===== src/rtl/anffl_tex_texel_fetch.sv =====
// anffl_tex_texel_fetch
// Texel fetch stage that sits after the texture address generator. One request
// (byte address + 5-bit format) is accepted at a time. The block issues one
// 32-bit word read, or two reads when a 24-bit texel straddles a word boundary,
// and returns the texel unpacked to RGBA8888. Compressed or undefined formats
// and misaligned 16/32-bit addresses return err=1 without touching memory.
//
// Ports
//   clk, rst                      clock, synchronous active-high reset
//   req_valid/req_ready           request handshake (ready only in IDLE)
//   req_addr[31:0], req_format[4:0] texel byte address and format code
//   mem_rd_valid/mem_rd_ready     word read request handshake
//   mem_rd_addr[MEM_AW-1:0]       word address (byte address bits [MEM_AW+1:2])
//   mem_rsp_valid, mem_rsp_data   in-order read data, one-cycle pulse
//   texel_valid/texel_ready       result handshake
//   texel_rgba[31:0]              {A,B,G,R}
//   texel_err                     qualifies texel_valid: unsupported/misaligned
module anffl_tex_texel_fetch #(
    parameter int MEM_AW = 30   // at most 30: word address comes from addr[31:2]
) (
    input  logic              clk,
    input  logic              rst,
    input  logic              req_valid,
    output logic              req_ready,
    input  logic [31:0]       req_addr,
    input  logic [4:0]        req_format,
    output logic              mem_rd_valid,
    input  logic              mem_rd_ready,
    output logic [MEM_AW-1:0] mem_rd_addr,
    input  logic              mem_rsp_valid,
    input  logic [31:0]       mem_rsp_data,
    output logic              texel_valid,
    input  logic              texel_ready,
    output logic [31:0]       texel_rgba,
    output logic              texel_err
);

    typedef enum logic [2:0] {S_IDLE, S_RD0, S_WAIT0, S_RD1, S_WAIT1, S_OUT} state_t;

    // Formats collapse onto a handful of unpack layouts; aliased codes share one.
    typedef enum logic [3:0] {
        K_NONE, K_RGB24, K_RGBA32, K_565, K_4444, K_555, K_5551, K_R8, K_R16
    } kind_t;

    function automatic kind_t fmt_kind(input logic [4:0] f);
        case (f)
            5'b00000, 5'b00011: return K_RGB24;
            5'b00100, 5'b00111: return K_RGBA32;
            5'b00001, 5'b01011: return K_565;
            5'b00101, 5'b01111: return K_4444;
            5'b01001:           return K_555;
            5'b01101:           return K_5551;
            5'b10011:           return K_R8;
            5'b10111:           return K_R16;
            default:            return K_NONE;   // compressed and undefined codes
        endcase
    endfunction

    function automatic logic [7:0] exp4(input logic [3:0] x);
        return {x, x};
    endfunction

    function automatic logic [7:0] exp5(input logic [4:0] x);
        return {x, x[4:2]};
    endfunction

    function automatic logic [7:0] exp6(input logic [5:0] x);
        return {x, x[5:4]};
    endfunction

    state_t            r_state;
    state_t            w_state_next;
    logic [31:0]       r_addr;
    kind_t             r_kind;
    logic [31:0]       r_word0;
    logic [31:0]       r_rgba;
    logic              r_err;

    kind_t             w_req_kind;
    logic              w_req_is16;
    logic              w_req_bad;
    logic              w_split;
    logic [MEM_AW-1:0] w_word_addr;
    logic [31:0]       w_lo;
    logic [31:0]       w_hi;
    logic [7:0]        w_stream [8];
    logic [7:0]        w_byte   [4];
    logic [15:0]       w_h;
    logic [31:0]       w_rgba;

    assign w_req_kind  = fmt_kind(req_format);
    assign w_req_is16  = (w_req_kind == K_565) || (w_req_kind == K_4444) ||
                         (w_req_kind == K_555) || (w_req_kind == K_5551) ||
                         (w_req_kind == K_R16);
    assign w_req_bad   = (w_req_kind == K_NONE) ||
                         ((w_req_kind == K_RGBA32) && (req_addr[1:0] != 2'b00)) ||
                         (w_req_is16 && req_addr[0]);
    // Only a 24-bit texel starting at byte 2 or 3 runs past the first word.
    assign w_split     = (r_kind == K_RGB24) && r_addr[1];
    assign w_word_addr = r_addr[MEM_AW+1:2];

    // The final word arrives on mem_rsp_data, so decode straight from the bus
    // and register only the finished texel.
    assign w_lo = (r_state == S_WAIT1) ? r_word0      : mem_rsp_data;
    assign w_hi = (r_state == S_WAIT1) ? mem_rsp_data : 32'h0;

    generate
        for (genvar gi = 0; gi < 4; gi++) begin : g_bytes
            assign w_stream[gi]     = w_lo[8*gi +: 8];
            assign w_stream[gi + 4] = w_hi[8*gi +: 8];
            assign w_byte[gi]       = w_stream[3'(gi) + {1'b0, r_addr[1:0]}];
        end
    endgenerate

    assign w_h = {w_byte[1], w_byte[0]};

    always_comb begin
        w_rgba = 32'h0;
        case (r_kind)
            K_RGB24:  w_rgba = {8'hFF, w_byte[2], w_byte[1], w_byte[0]};
            K_RGBA32: w_rgba = {w_byte[3], w_byte[2], w_byte[1], w_byte[0]};
            K_565:    w_rgba = {8'hFF, exp5(w_h[4:0]), exp6(w_h[10:5]), exp5(w_h[15:11])};
            K_4444:   w_rgba = {exp4(w_h[3:0]), exp4(w_h[7:4]), exp4(w_h[11:8]), exp4(w_h[15:12])};
            K_555:    w_rgba = {8'hFF, exp5(w_h[4:0]), exp5(w_h[9:5]), exp5(w_h[14:10])};
            K_5551:   w_rgba = {(w_h[0] ? 8'hFF : 8'h00), exp5(w_h[5:1]), exp5(w_h[10:6]),
                                exp5(w_h[15:11])};
            K_R8:     w_rgba = {8'hFF, 16'h0, w_byte[0]};
            K_R16:    w_rgba = {8'hFF, 16'h0, w_h[15:8]};
            default:  w_rgba = 32'h0;
        endcase
    end

    // Next state and handshake outputs.
    always_comb begin
        w_state_next = r_state;
        req_ready    = 1'b0;
        mem_rd_valid = 1'b0;
        mem_rd_addr  = '0;
        texel_valid  = 1'b0;
        case (r_state)
            S_IDLE: begin
                req_ready = !rst;   // held low while reset is being applied
                if (req_valid) w_state_next = w_req_bad ? S_OUT : S_RD0;
            end
            S_RD0: begin
                mem_rd_valid = 1'b1;
                mem_rd_addr  = w_word_addr;
                if (mem_rd_ready) w_state_next = S_WAIT0;
            end
            S_WAIT0: begin
                if (mem_rsp_valid) w_state_next = w_split ? S_RD1 : S_OUT;
            end
            S_RD1: begin
                mem_rd_valid = 1'b1;
                mem_rd_addr  = w_word_addr + MEM_AW'(1);   // wraps at 2^MEM_AW
                if (mem_rd_ready) w_state_next = S_WAIT1;
            end
            S_WAIT1: begin
                if (mem_rsp_valid) w_state_next = S_OUT;
            end
            S_OUT: begin
                texel_valid = 1'b1;
                if (texel_ready) w_state_next = S_IDLE;
            end
            default: w_state_next = S_IDLE;
        endcase
    end

    always_ff @(posedge clk) begin
        if (rst) begin
            r_state <= S_IDLE;
            r_addr  <= 32'h0;
            r_kind  <= K_NONE;
            r_word0 <= 32'h0;
            r_rgba  <= 32'h0;
            r_err   <= 1'b0;
        end else begin
            r_state <= w_state_next;
            case (r_state)
                S_IDLE: begin
                    if (req_valid) begin
                        r_addr <= req_addr;
                        r_kind <= w_req_kind;
                        r_err  <= w_req_bad;
                        r_rgba <= 32'h0;
                    end
                end
                S_WAIT0: begin
                    if (mem_rsp_valid) begin
                        r_word0 <= mem_rsp_data;
                        if (!w_split) r_rgba <= w_rgba;
                    end
                end
                S_WAIT1: begin
                    if (mem_rsp_valid) r_rgba <= w_rgba;
                end
                default: ;
            endcase
        end
    end

    assign texel_rgba = (r_state == S_OUT) ? r_rgba : 32'h0;
    assign texel_err  = (r_state == S_OUT) ? r_err  : 1'b0;

endmodule

===== config.mk =====
export PLATFORM = sky130hd
export DESIGN_NAME = anffl_tex_texel_fetch
export DESIGN_NICKNAME = d
export VERILOG_FILES = /design/src/rtl/anffl_tex_texel_fetch.sv
export SDC_FILE = /design/constraint.sdc
export NUM_CORES = 1
export LEC_CHECK = 0
export BUFFER_PORTS_ARGS = -buffer_cell sky130_fd_sc_hd__buf_2
export CELL_PAD_IN_SITES_DETAIL_PLACEMENT = 0
export CELL_PAD_IN_SITES_GLOBAL_PLACEMENT = 2
export CORE_UTILIZATION = 32
export CTS_CLUSTER_DIAMETER = 100
export DETAILED_ROUTE_END_ITERATION = 6
export PLACE_DENSITY = 0.89
export SETUP_SLACK_MARGIN = 0.5
export SYNTH_ARGS = -nofsm -noshare
export SYNTH_HDL_FRONTEND = slang
export SYNTH_SLANG_ARGS = --single-unit

===== constraint.sdc =====
create_clock -name clk -period 3.8 [get_ports clk]
set_input_delay 0 -clock clk [delete_from_list [all_inputs] [get_ports clk]]
set_output_delay 0 -clock clk [all_outputs]
set_load 0.02 [all_outputs]

==> results.cfg, run 1 <==
[die]
chipHeight_um = 159
fp.dieArea_mm2 = 0.0252
core_area_mm2 = 0.0238
floorplan.die.width_um = 159
count_of_boundary_i_o_pins = 141
number_of_cell_rows = 56
effective_utilization_at_floorplan_pct = 33.1

[grt]
wire_length_of_the_first_global_routing_pass_mm = 47.2
vias_in_the_first_global_route = 8162
grt_max_degree = 84
groute.usage.overall_pct = 23.5
number_of_antenna_violations_at_the_first_check_in_global_routing = 0
grt_overflow = 0

[timing]
finalHoldViolCount = 0
worst_hold_slack_ps = 40.4
slew_headroom_pct = 35.4
layout_min_cycle_time_ps = 3040
tns_ps = 0
timing.fmax_mhz = 329
period_share_pct = 80.1
grt_setup_unrepaired = no
post_route_skew_ps = 12.9
setup_viol = 0
finalMaxSlewViolations = 0
worst_margin_pin_slew_ps = 969

[critical_path]
cpLargestDelayFamily = simple AND/OR/NAND/NOR gates
worst_ep_required_time_ps = 4060
critical_path_buf_inv_count = 1
endpoint_kind = register
path_class = reg -> reg
critical-path-slowest-cell = sky130_fd_sc_hd__dfxtp_1
timing.critical_path.from = r_kind[0]
critPathMaxStageDelay_ps = 950
critical_path.cell_chain = nor2b_1 > a21oi_1 > o221ai_1 > buf_4 > nand2b_1 > nor2_1 > a221o_1
biggest_fanout_along_the_worst_timing_path = 22
critical_path_arrival_ps = 3300
timing.rr.start = r_kind[0]
crit_path_start_kind = register

[yosys]
synthesis.instances = 1044
postSynthRegisterBits = 104
ys_async_sr_fraction_pct = 0
post_synth_edffs = 0
most_common_library_cells_after_synthesis = 202 x sky130_fd_sc_hd__nand2_1, 107 x sky130_fd_sc_hd__a21oi_1, 104 x sky130_fd_sc_hd__dfxtp_1
syn_nets = 1126
synth_most_common_cell = sky130_fd_sc_hd__nand2_1
synth_top_area_share_pct = 26.5
synth_top_area_cell = sky130_fd_sc_hd__dfxtp_1
synth_flop_cell = sky130_fd_sc_hd__dfxtp_1
mappedNetlistArea_mm2 = 0.00786
yosys_warnings = 0
seq_area_frac_synth_pct = 26.5
synth_cell_types = 75
average_size_of_a_mapped_cell_um2 = 7.53
synthTopCellsByArea = sky130_fd_sc_hd__dfxtp_1 26%, sky130_fd_sc_hd__nand2_1 9.6%, sky130_fd_sc_hd__mux2i_1 8.5%

[route]
drt-total-wl_mm = 29.8
detail_route.wl_per_cell_um = 19.4
viasPerCell = 5.56
pre_repair_dr_iteration_count = 6
drt.antenna.violating_nets = 0
via_count = 8547
drc = 0
first_iter_violations = 695

[place]
place_congestion = 0.993
detailed_place_hpwl_mm = 22.3
dp.cells = 1456
port_buffers = 140

[layout]
diodes = 0
area_growth_syn_to_layout_pct = 26.2
filler_cells_inserted = 2530
fin_nets = 1296
layout.core_utilization_pct = 41.7
post_route_cells_drive_above_1_share_pct = 19.6
post_layout_nonfiller_instances = 1538

[clocking]
worstSkewPairLatency_ps = 370
clockBufferDepth = 2
cts-buffers-inserted = 9
cts_setup_buffers = 0
cts_htree_levels = 3
clk_transition_reported_paths_ps = 80
ctsResizeCount = 0
clock-sinks = 104
cts_root_buffer = sky130_fd_sc_hd__clkbuf_16
holdBufCountCts = 66
tritoncts = done

[hold_path]
worstHoldStart = texel_ready
worstHoldPathType = in -> reg

[power]
leakage_nw = 3.78
powerDensity_mw_per_mm2 = 443
irDropWorstVdd_mv = 0.204

[job]
timing.max_cap.violations = 0

[run_status]
status = finished clean
[path summary, 6_finish.rpt]
kind                                    to  slack (ps)  cells after the start
worst min register to register  r_rgba[17]         450                      2
worst min-delay path            r_state[0]          40                      4
worst max register to register  r_rgba[26]         760                      7
worst max-delay path            r_rgba[26]         760                      7
[logic make-up after synthesis]
kind of cell	Yosys count	synth area share (%)
and+or+nand+nor	439	25.9
xor gates and xnor gates	29	3.23
AOI/OAI and AO/OA	264	21.4
muxes	99	16.5
buffers and inverters	102	5.37
adders and majority gates	7	1.11
DFF	104	26.5
[area by class of cell]
cell class | count | area [µm²] | area share (%)
multi-input cells | 838 | 5370 | 54.1
clock inverters | 7 | 114 | 1.15
clock buffers | 9 | 225 | 2.27
repair buffers | 245 | 1670 | 16.8
well taps | 319 | 399 | 4.03
inverters | 16 | 60.1 | 0.606
flip-flops and latches | 104 | 2080 | 21.0
[power breakdown]
| part | total (mW) | internal [mW] | leakage, nW | switching [mW] |
|---|---|---|---|---|
| Combinational | 2.02 | 0.737 | 2.77 | 1.29 |
| Sequential | 1.29 | 1.18 | 0.844 | 0.117 |
| Clock | 1.08 | 0.595 | 0.165 | 0.486 |
| Total | 4.40 | 2.51 | 3.78 | 1.89 |
[cells in the final DEF, fill, tap and decap left out, types with 21 or more instances in the layout]
cell,n
sky130_fd_sc_hd__nor2_1,77
sky130_fd_sc_hd__buf_2,140
sky130_fd_sc_hd__nor3_1,37
sky130_fd_sc_hd__dlygate4sd3_1,66
sky130_fd_sc_hd__a21oi_1,107
sky130_fd_sc_hd__buf_4,38
sky130_fd_sc_hd__dfxtp_1,103
sky130_fd_sc_hd__mux2i_1,67
sky130_fd_sc_hd__and3_1,36
sky130_fd_sc_hd__mux4_2,22
sky130_fd_sc_hd__o21ai_0,21
sky130_fd_sc_hd__nand2_1,202
[stage by stage]
step / power [mW] / setup slack [ps] / instance area, µm²
2_1_floorplan: 2.58 / 1150 / 7860
3_5_place_dp: 3.24 / 851 / 8920
5_1_grt: 4.62 / 625 / 9920
4_1_cts: 4.38 / 837 / 9920
6_report: 4.40 / 758 / 9920
3_3_place_gp: 3.25 / 886 / 8920
[state kept, by name (all words and copies together), names as in the netlist]
register / flops
r_err: 1
r_kind: 4
r_word0: 32
r_rgba: 32
r_state: 3
r_addr: 32
[worst register-to-register path, cell delays in order, from the launching register on]
cell and delay, ps:
sky130_fd_sc_hd__dfxtp_1 950, sky130_fd_sc_hd__nor2b_1 410, sky130_fd_sc_hd__a21oi_1 150, sky130_fd_sc_hd__o221ai_1 190, sky130_fd_sc_hd__buf_4 230, sky130_fd_sc_hd__nand2b_1 580, sky130_fd_sc_hd__nor2_1 140, sky130_fd_sc_hd__a221o_1 280
[layer usage]
layer / vias to the layer above / global-route usage (%) / share of wire, %
li1: 4129 / - / -
met3: 46 / 2.93 / 6.3
met5: - / 0 / 0
met2: 326 / 35.5 / 43
met1: 4046 / 34.8 / 49
met4: 0 / 6.44 / 1.9
Power figures use the tool's default switching activity.
==> run 2: changes to the inputs <==
clock period = 2.98 ns   (was 3.8 ns; I/O delays follow)
==> run 2 against run 1 <==
Flip-flop and latch count unchanged. Non-clock buffer count up 50. Global-route usage up 1.1 points. Routed wire length up 6.9%. Sequential power up 28%. Largest power group unchanged. Sequential share of layout area down 1.3 points. Maximum frequency up 20%. Die area unchanged. Final cell count up 3.3%. Register-to-register slack worse by 310 ps. Combinational power up 51%.
==> results.cfg, run 2 (synthesized netlist as in run 1, its figures left out) <==
[layout]
post_layout_nonfiller_instances = 1589
most-common-layout-cells = 202 x sky130_fd_sc_hd__nand2_1, 140 x sky130_fd_sc_hd__buf_2, 104 x sky130_fd_sc_hd__a21oi_1, 96 x sky130_fd_sc_hd__dfxtp_1, 77 x sky130_fd_sc_hd__buf_4
filler_cells_inserted = 2439
area_growth_syn_to_layout_pct = 35.1
multi_input_comb_area_mm2 = 0.00560
layout_top_registers = r_addr x32, r_rgba x32, r_word0 x32
register_area_mm2 = 0.00209
most_common_library_cell_in_the_layout_ignoring_fill_and_taps = sky130_fd_sc_hd__nand2_1
fin_nets = 1346
post_route_cells_drive_above_1_share_pct = 26.6

[die]
fp.dieArea_mm2 = 0.0252
floorplan.die.width_um = 159
effective_utilization_at_floorplan_pct = 33.1
count_of_boundary_i_o_pins = 141
number_of_cell_rows = 56
chipHeight_um = 159
core_area_mm2 = 0.0238

[clocking]
clockBufferDepth = 2
cts-buffers-inserted = 9
clk_transition_reported_paths_ps = 80
tritoncts = done
worstSkewPairLatency_ps = 360
clock-sinks = 104
cts_root_buffer = sky130_fd_sc_hd__clkbuf_16
cts_htree_levels = 3

[critical_path]
r2r_setup_slack_ps = 450
critPathMaxStageDelay_ps = 540
crit_path_start_kind = register
path_class = reg -> reg
critical_path_arrival_ps = 2790
worst_ep_required_time_ps = 3240
critical-path-slowest-cell = sky130_fd_sc_hd__mux4_2
endpoint_kind = register
critical_path.cell_chain = or3b_4 > buf_12 > mux2i_4 > mux4_2 > nor2b_4 > or4_1 > o31a_1
biggest_fanout_along_the_worst_timing_path = 8

[timing]
period_share_pct = 85.0
grt_setup_unrepaired = yes
layout_min_cycle_time_ps = 2530
tns_ps = 0
finalHoldViolCount = 0
timing.fmax_mhz = 395
slew_headroom_pct = 48.2
post_route_skew_ps = 11.5
finalMaxSlewViolations = 0
worst_margin_pin_slew_ps = 776
setup_viol = 0

[route]
via_count = 8811
pre_repair_dr_iteration_count = 5
viasPerCell = 5.54
detail_route.wl_per_cell_um = 20.1
drc = 0
drt.antenna.violating_nets = 0
first_iter_violations = 771
drt-total-wl_mm = 31.9

[place]
place_congestion = 1.00
port_buffers = 140
detailed_place_hpwl_mm = 23.9
dp.cells = 1485

[grt]
vias_in_the_first_global_route = 8240
grt_max_degree = 69
wire_length_of_the_first_global_routing_pass_mm = 48.6
groute.usage.overall_pct = 24.6
number_of_antenna_violations_at_the_first_check_in_global_routing = 1
grt_overflow = 0

[power]
irDropWorstVdd_mv = 0.246
leakage_nw = 4.11
powerDensity_mw_per_mm2 = 558

[hold_path]
worstHoldPathType = in -> reg

[job]
timing.max_cap.violations = 0

[run_status]
status = finished clean
==> run 2: layout make-up <==
| cell class | instances | share of cell area (%) |
|---|---|---|
| Multi-Input combinational cell | 838 | 52.7 |
| Inverter | 16 | 0.577 |
| Timing Repair Buffer | 295 | 20.4 |
| Clock buffer | 10 | 2.25 |
| Clock inverter | 6 | 0.542 |
| Sequential cell | 104 | 19.7 |
| Antenna cell | 1 | 0.0236 |
| Tap cell | 319 | 3.76 |
==> run 2: final timing paths <==
path                                   from         end  cells after the start
worst min register to register   r_rgba[24]  r_rgba[24]                      2
worst min-delay path            texel_ready  r_state[0]                      4
worst max-delay path             r_state[2]  r_rgba[14]                      7
worst max register to register   r_state[2]  r_rgba[14]                      7
==> run 2: worst max-delay path: cells and delay by family, from the launching register on <==
kind	cells	cell delay (ps)
simple gates	3	950
compound gates	1	240
flops	1	350
buf+inv	1	160
mux	2	730
==> run 2: repair_timing <==
| item | in CTS | in global routing |
|---|---|---|
| gates cloned | 1 | 1 |
| hold buffers | 65 | 0 |
| hold endpoints to repair | 65 | 0 |
| pin swaps | 3 | 8 |
| setup endpoints to repair | 29 | 39 |
| setup buffers | 8 | 12 |
| gates resized for setup | 21 | 40 |
==> run 2: metrics by stage <==
stage | instance area (µm²) | total power, mW | util (%) | hold slack [ps] | worst slack, ps
5_1_grt | 10600 | 6.22 | 44.7 | 66.2 | 388
6_report | 10600 | 5.93 | 44.7 | 23.4 | 446
2_1_floorplan | 7900 | 3.32 | - | 136 | 447
4_1_cts | 10300 | 5.75 | 43.5 | 24.8 | 455
3_3_place_gp | 9200 | 4.33 | 38.7 | 247 | 295
3_5_place_dp | 9200 | 4.31 | 38.7 | 247 | 267
==> run 2: per-layer routing <==
| layer | global-route usage [%] | part of all wire [%] |
|---|---|---|
| met1 | 35.5 | 48 |
| met3 | 3.47 | 6.3 |
| met5 | 0 | 0 |
| met2 | 37.5 | 44 |
| met4 | 7.59 | 2.3 |
==> run 2: report_power, final <==
part | switching, mW | internal, mW
registers | 0.142 | 1.50
logic | 1.80 | 1.24
clock network | 0.619 | 0.613
total | 2.57 | 3.36
==> run 3: changes to the inputs <==
--- a/config.mk
+++ b/config.mk
@@ -9,9 +9,10 @@
 export CELL_PAD_IN_SITES_DETAIL_PLACEMENT = 0
 export CELL_PAD_IN_SITES_GLOBAL_PLACEMENT = 2
-export CORE_UTILIZATION = 32
+export CORE_UTILIZATION = 35
 export CTS_CLUSTER_DIAMETER = 100
 export DETAILED_ROUTE_END_ITERATION = 6
-export PLACE_DENSITY = 0.89
+export PLACE_DENSITY = 0.95
 export SETUP_SLACK_MARGIN = 0.5
+export SKIP_CTS_REPAIR_TIMING = 1
 export SYNTH_ARGS = -nofsm -noshare
 export SYNTH_HDL_FRONTEND = slang
==> constraint.sdc (replaced) <==
create_clock -name clk -period 3.05 [get_ports clk]
set_input_delay 0 -clock clk [delete_from_list [all_inputs] [get_ports clk]]
set_output_delay 0 -clock clk [all_outputs]
set_load 0.1 [all_outputs]
==> run 3 against run 2 <==
The flow now finishes with violations (design-rule violations). Flip-flop and latch count did not move. Non-clock buffer count fell by 21. Die area fell by 8.5%. Combinational power barely moved. Maximum frequency fell by 0.22%. Critical path depth did not move. Routed wire length fell by 10%. Via count fell by 0.83%. Register-to-register slack improved by 60 ps. Clock skew rose by 1.1 ps. Utilization rose by 4.8 points. Sequential power fell by 4%.
==> results.cfg, run 3 (synthesized netlist as in run 1, its figures left out) <==
[run_status]
status = finished, violations left
violations = design-rule violations

[die]
effective_utilization_at_floorplan_pct = 35.9
core_area_mm2 = 0.0219
floorplan.die.width_um = 152
count_of_boundary_i_o_pins = 141
fp.dieArea_mm2 = 0.0231
chipHeight_um = 152
number_of_cell_rows = 54

[clocking]
cts_htree_levels = 3
worstSkewPairLatency_ps = 380
clock-sinks = 104
clk_transition_reported_paths_ps = 80
cts-buffers-inserted = 9
tritoncts = done
cts_root_buffer = sky130_fd_sc_hd__clkbuf_16
clockBufferDepth = 2

[layout]
layout_top_registers = r_addr x32, r_rgba x32, r_word0 x32
post_layout_nonfiller_instances = 1528
area_growth_syn_to_layout_pct = 38.0
diodes = 0
most_common_library_cell_in_the_layout_ignoring_fill_and_taps = sky130_fd_sc_hd__nand2_1
most-common-layout-cells = 201 x sky130_fd_sc_hd__nand2_1, 109 x sky130_fd_sc_hd__buf_2, 101 x sky130_fd_sc_hd__a21oi_1, 99 x sky130_fd_sc_hd__dfxtp_1
fin_nets = 1325
post_route_cells_drive_above_1_share_pct = 25.3

[place]
place_congestion = 1.11
dp.cells = 1430
port_buffers = 140
detailed_place_hpwl_mm = 20.8

[timing]
worst_margin_pin_slew_ps = 752
post_route_skew_ps = 12.6
period_share_pct = 83.2
finalHoldViolCount = 0
finalMaxSlewViolations = 0
layout_min_cycle_time_ps = 2540
slew_headroom_pct = 49.4
setup_viol = 0
tns_ps = 0
grt_setup_unrepaired = yes
timing.fmax_mhz = 394

[grt]
wire_length_of_the_first_global_routing_pass_mm = 43.0
grt_overflow = 0
groute.usage.overall_pct = 23.2
number_of_antenna_violations_at_the_first_check_in_global_routing = 0
vias_in_the_first_global_route = 7839
grt_max_degree = 62

[critical_path]
path_class = reg -> reg
crit_path_start_kind = register
worst_ep_required_time_ps = 3310
reg2regPathDepth = 7
endpoint_kind = register
critical_path_arrival_ps = 2800
biggest_fanout_along_the_worst_timing_path = 7

[route]
drt.antenna.violating_nets = 0
detail_route.wl_per_cell_um = 18.7
drc = 9
pre_repair_dr_iteration_count = 7
first_iter_violations = 1005
via_count = 8738
drt-total-wl_mm = 28.6
viasPerCell = 5.72

[job]
timing.max_cap.violations = 0

[hold_path]
worstHoldPathType = in -> reg
hold_path_depth = 4

[power]
overall_power_after_layout_mw = 5.92
leakage_nw = 4.06
powerDensity_mw_per_mm2 = 545
irDropWorstVdd_mv = 0.316
[run 3: stage by stage]
stage          area (µm²)  utilization (%)  hold WS (ps)  setup slack (ps)
3_3_place_gp         9520             43.5           241               151
6_report            10800             49.5          29.3               511
5_1_grt             10800             49.5          40.2               491
3_5_place_dp         9520             43.5           248               166
2_1_floorplan        7940                -           136               503
4_1_cts              9830             44.9          -155               161
[run 3: per-layer routing]
layer / vias to the layer above / global-route usage, % / part of all wire [%]
li1: 4196 / - / -
met1: 4062 / 31.7 / 44
met2: 409 / 35.3 / 44
met3: 71 / 5.65 / 8.9
met4: 0 / 8.57 / 3.1
met5: - / 0 / 0
[run 3: final timing paths]
path	start	endpoint	slack, ps
min reg2reg	r_rgba[17]	r_rgba[17]	430
max reg2reg	r_state[0]	r_rgba[14]	510
max	r_state[0]	r_rgba[14]	510
min	texel_ready	r_state[0]	30
[run 3: layout make-up]
| class | count | area (µm²) |
|---|---|---|
| well taps | 280 | 350 |
| multi-input cells | 838 | 5560 |
| repair buffers | 274 | 2470 |
| clock inverters | 7 | 87.6 |
| fillers | 2159 | 11000 |
| inverters | 16 | 65.1 |
| flip-flops and latches | 104 | 2090 |
| clock buffers | 9 | 225 |
[run 3: power by group]
group	internal [mW]	switching (mW)	total [mW]
clock network	0.656	0.597	1.25
logic	1.19	1.88	3.07
registers	1.47	0.127	1.59
total	3.31	2.60	5.92
[run 3: worst max-delay path, stage by stage (launching register included)]
cell and delay (ps):
sky130_fd_sc_hd__dfxtp_2 330, sky130_fd_sc_hd__or3b_4 440, sky130_fd_sc_hd__buf_12 170, sky130_fd_sc_hd__mux2i_4 190, sky130_fd_sc_hd__mux4_2 510, sky130_fd_sc_hd__nor2b_4 150, sky130_fd_sc_hd__or4_1 400, sky130_fd_sc_hd__o31a_1 250
